$ cat src/rtl/counter_ctrl_74161.sv
// Control stage for a 74161-style 4-bit counter: programmable divide-by-N timebase
// with start/stop, wrap detection and period counting. Optional QC tracker: QC_CHECK_EN.
module counter_ctrl_74161 #(
  parameter int unsigned N_PERIODS = 0,
  parameter int unsigned PERIODS_W = 8
) (
  input  logic                 CLK,
  input  logic                 CLRBAR,
  input  logic                 START,
  input  logic                 STOP,
  input  logic [3:0]           MODN,
  input  logic                 RCO_IN,
  input  logic [3:0]           QC_IN,
  output logic [3:0]           DIC,
  output logic                 LOAD,
  output logic                 ENP,
  output logic                 ENT,
  output logic                 TICK,
  output logic                 BUSY,
  output logic                 DONE,
  output logic [PERIODS_W-1:0] PERIODS,
  output logic                 ERR
);

  typedef enum logic [1:0] {S_IDLE, S_PRELOAD, S_RUN, S_DONE} state_t;

  localparam logic [PERIODS_W-1:0] PER_LIMIT = PERIODS_W'(N_PERIODS);
  localparam bit                   AUTO_STOP = (N_PERIODS != 0);

  state_t               state_q, state_d;
  logic [3:0]           dic_q, dic_d;
  logic                 tick_q, tick_d;
  logic [PERIODS_W-1:0] per_q, per_d;
  logic [PERIODS_W-1:0] per_inc;
  logic [3:0]           preset;
  logic                 accept;

  // 16 - N modulo 16, so MODN=0 yields preset 0 and a 16-cycle period.
  assign preset  = 4'd0 - MODN;
  assign per_inc = (&per_q) ? per_q : per_q + PERIODS_W'(1);
  assign accept  = ((state_q == S_IDLE) || (state_q == S_DONE)) && START && !STOP;

  always_comb begin
    state_d = state_q;
    dic_d   = dic_q;
    tick_d  = 1'b0;
    per_d   = per_q;
    LOAD    = 1'b1;
    ENP     = 1'b0;
    ENT     = 1'b1;
    BUSY    = 1'b0;
    DONE    = 1'b0;
    case (state_q)
      S_IDLE, S_DONE: begin
        DONE = (state_q == S_DONE);
        if (STOP) begin
          state_d = S_IDLE;
        end else if (START) begin
          state_d = S_PRELOAD;
          dic_d   = preset;
          per_d   = '0;
        end
      end
      S_PRELOAD: begin
        LOAD    = 1'b0;
        ENP     = 1'b1;
        BUSY    = 1'b1;
        state_d = STOP ? S_IDLE : S_RUN;
      end
      S_RUN: begin
        // Reload on terminal count instead of wrapping through 0.
        LOAD = ~RCO_IN;
        ENP  = 1'b1;
        BUSY = 1'b1;
        if (RCO_IN) begin
          tick_d = 1'b1;
          per_d  = per_inc;
        end
        if (STOP) begin
          state_d = S_IDLE;
        end else if (RCO_IN && AUTO_STOP && (per_inc == PER_LIMIT)) begin
          state_d = S_DONE;
        end
      end
      default: state_d = S_IDLE;
    endcase
  end

  always_ff @(posedge CLK or negedge CLRBAR) begin
    if (!CLRBAR) begin
      state_q <= S_IDLE;
      dic_q   <= '0;
      tick_q  <= 1'b0;
      per_q   <= '0;
    end else begin
      state_q <= state_d;
      dic_q   <= dic_d;
      tick_q  <= tick_d;
      per_q   <= per_d;
    end
  end

  assign DIC     = dic_q;
  assign TICK    = tick_q;
  assign PERIODS = per_q;

`ifdef QC_CHECK_EN
  logic [3:0] exp_q, exp_d;
  logic       err_q, err_d;

  always_comb begin
    exp_d = exp_q;
    err_d = err_q;
    if (accept) err_d = 1'b0;
    if (state_q == S_PRELOAD) exp_d = dic_q;
    if (state_q == S_RUN) begin
      if (QC_IN != exp_q) err_d = 1'b1;
      exp_d = (exp_q == 4'hF) ? dic_q : exp_q + 4'd1;
    end
  end

  always_ff @(posedge CLK or negedge CLRBAR) begin
    if (!CLRBAR) begin
      exp_q <= '0;
      err_q <= 1'b0;
    end else begin
      exp_q <= exp_d;
      err_q <= err_d;
    end
  end

  assign ERR = err_q;
`else
  logic unused_qc;
  assign unused_qc = ^{QC_IN, accept};
  assign ERR       = 1'b0;
`endif

endmodule

$ cat config.mk
export PLATFORM = sky130hd
export DESIGN_NAME = counter_ctrl_74161
export DESIGN_NICKNAME = d
export VERILOG_FILES = /design/src/rtl/counter_ctrl_74161.sv
export SDC_FILE = /design/constraint.sdc
export NUM_CORES = 1
export LEC_CHECK = 0
export CORE_MARGIN = 2
export CORE_UTILIZATION = 38
export DETAILED_ROUTE_END_ITERATION = 16
export MAX_ROUTING_LAYER = met4
export PLACE_DENSITY = 0.77
export SLEW_MARGIN = 10
export SYNTH_ARGS = -nofsm -noshare
export SYNTH_HDL_FRONTEND = slang
export SYNTH_SLANG_ARGS = --single-unit
$ cat constraint.sdc
create_clock -name CLK -period 1.8 [get_ports CLK]
set_input_delay 0.36 -clock CLK [delete_from_list [all_inputs] [get_ports CLK]]
set_output_delay 0.36 -clock CLK [all_outputs]
set_load 0.02 [all_outputs]
==> run summary <==
DRC - 0
Yosys top cell area share - 0.456
Vias/cell - 5.09
WS Path Type - reg2reg
Post-synth ARST share - 1.00
# diodes - 0
# hold bufs at CTS - 0
core region area - 0.00200 mm^2
Final Setup Violations - 6
Num CTS Buffers - 3
vias in the first global route - 806
commonest cells in the netlist - 15 x dfrtp_1, 10 x o21ai_0, 9 x nand2_1, 8 x a21oi_1, 7 x inv_1
port bufs - 25
outcome - finished with violations
Data required, critical path - 2.02 ns
drt first pass iters - 4
Ports - 32
Cells after Synth - 89
via count - 845
Distinct cells, synth - 28
Synth warnings - 0
final hold violations - 0
Die X - 50.5 um
fin crit share - 1.05
clock skew - 0.000692 ns
DRT iter0 DRCs - 20
clk slew on worst S/H paths - 0.08 ns
initial antenna violation count - 0
CP Launch Type - flop
Mean Syn Cell Area - 9.25 um^2
Final Instance Count excl. Fillers - 166
final wirelength - 2.26 mm
CTS tree - yes
die area - 0.00255 mm^2
Max H-tree Level - 1
Worst Reg-to-Reg Cells - 5
internal power - 0.612 mW
top-count cell post-synth - dfrtp_1
post-synth net total - 107
Total Routing Usage GR - 0.198
fmax - 531 MHz
Net Switching - 0.280 mW
fin nets - 158
cell area after synthesis - 823 um^2
Leak - 0.678 nW
Placed Cells - 155
first-pass GRT wire length - 3.60 mm
Pwr Total - 0.892 mW
Clock Path Buffers - 2
hold crit path type - in2async
clk sinks - 15
worst-path maximum fanout - 6
RSZ-0062 raised after global routing - yes
GR Overflow Total - 0
cell taking the most area after synthesis - dfrtp_1
Die Y - 50.5 um
worst vdd ir - 0.437 mV
Gate power share - 0.356
Flop pwr share - 0.429
CTS root buffer - clkbuf_4
Sw Share - 0.314
post-route minimum period - 1.88 ns
sequential-to-total area share from yosys stat - 0.456
Seq cells post-synth - 15
fraction of layout cells with a size suffix above 1 - 0.353
Arr. time, crit path - 2.10 ns
drt wl/cell - 13.6 um
failing checks - negative setup slack
maximum capacitance violations - 0
Pins Over Slew Limit - 0
critical path capture point type - flop
RD Place Congestion - 0.774
worst setup margin - -0.0815 ns
Clock Latency Late Sink - 0.28 ns
number of enable flip-flop cells after synthesis - 0
Final ANT Viol Nets - 0
Starting Density - 0.411
Clk network pwr share - 0.215
largest net degree at the start of global routing - 16
# rows - 16
Area Growth Syn to Fin - 68.4%
hpwl dp - 1.56 mm
Synth area leaders - dfrtp_1 46%, ha_1 7.6%, o21ai_0 6.1%
PD cells - 643 mW/mm^2
Top FF cell, synth - dfrtp_1
Fillers - 146
worst max-delay path, stage by stage (launching register included):
cell,delay (ns)
dfrtp_2,0.43
ha_4,0.17
and4_1,0.18
a221o_2,0.41
or4_4,0.50
a21oi_2,0.12
cell type report:
class	count	area, um^2	share of cell area
sequential	15	378	0.273
clock buffer	4	26.3	0.0190
inverter	7	26.3	0.0190
multi-input combinational	62	467	0.337
tap	27	33.8	0.0244
timing repair buffer	51	455	0.329
layer usage:
layer | vias up | GRT usage | routed length, um
li1 | 408 | - | -
met1 | 407 | 0.226 | 934
met2 | 25 | 0.340 | 1180
met3 | 5 | 0.0298 | 100
met4 | 0 | 0.0946 | 50
met5 | - | - | 0
metrics by stage:
| stage | instance area (um^2) | TNS, ns | setup slack (ns) | util | hold WS [ns] |
|---|---|---|---|---|---|
| floorplan | 841 | 0 | 0.000286 | - | 0.0644 |
| detailed placement | 1240 | -2.67 | -0.417 | 0.618 | 0.472 |
| global placement | 1240 | -2.19 | -0.347 | 0.618 | 0.460 |
| global route | 1390 | -0.790 | -0.147 | 0.693 | 0.411 |
| CTS | 1310 | -0.500 | -0.124 | 0.655 | 0.388 |
| finish | 1390 | -0.338 | -0.0815 | 0.693 | 0.385 |
flip-flops by register name (all words and copies together) (netlist names):
name and count:
TICK 1, DIC 4, PERIODS 8, state_q 2
power by group through the flow:
stage	Combinational, mW	Clock [mW]	Sequential [mW]
floorplan	0.102	0	0.420
global placement	0.268	0	0.386
detailed placement	0.275	0	0.389
CTS	0.298	0.199	0.382
global route	0.338	0.217	0.387
finish	0.317	0.192	0.383
final timing paths:
kind | startpoint | endpoint | slack (ns)
setup / recovery | PERIODS[1] | PERIODS[5] | -0.08
hold / removal | CLRBAR | PERIODS[4] | 0.39
setup reg to reg | PERIODS[1] | PERIODS[5] | -0.08
hold reg to reg | DIC[2] | DIC[2] | 0.49
max in group asynchronous | CLRBAR | PERIODS[1] | 1.23
min in group CLK | DIC[2] | DIC[2] | 0.49
cell usage in the layout (no fill, tap or decap), types with 2 or more instances in the layout:
cell type and count:
buf_4 25, buf_6 2, ha_4 2, ha_1 3
conb_1 2, dlymetal6s2s_1 3, dfrtp_2 2, nor2_1 2
inv_1 6, dlygate4sd2_1 2, nand3_1 3, a21oi_1 4
or3_1 2, dfrtp_1 13, o21ai_0 9, xor2_1 2
a21oi_2 4, clkbuf_4 3, clkdlybuf4s50_1 18, and4_1 2
nand2_1 9
cell families after synthesis:
group,Yosys count,synth area share
compound gates,23,0.158
fa+ha+maj,5,0.0760
mux,2,0.0258
other cells,2,0.00912
flops,15,0.456
xor+xnor,2,0.0213
buf+inv,12,0.0699
simple gates,28,0.184
what timing repair did:
action                     CTS  global route
pin swaps                    7             8
cloned                       0             0
setup endpoints to repair   11            13
gates resized for setup     12            19
setup buffers                5             2
Note: power is estimated with default switching activity, not from simulation.
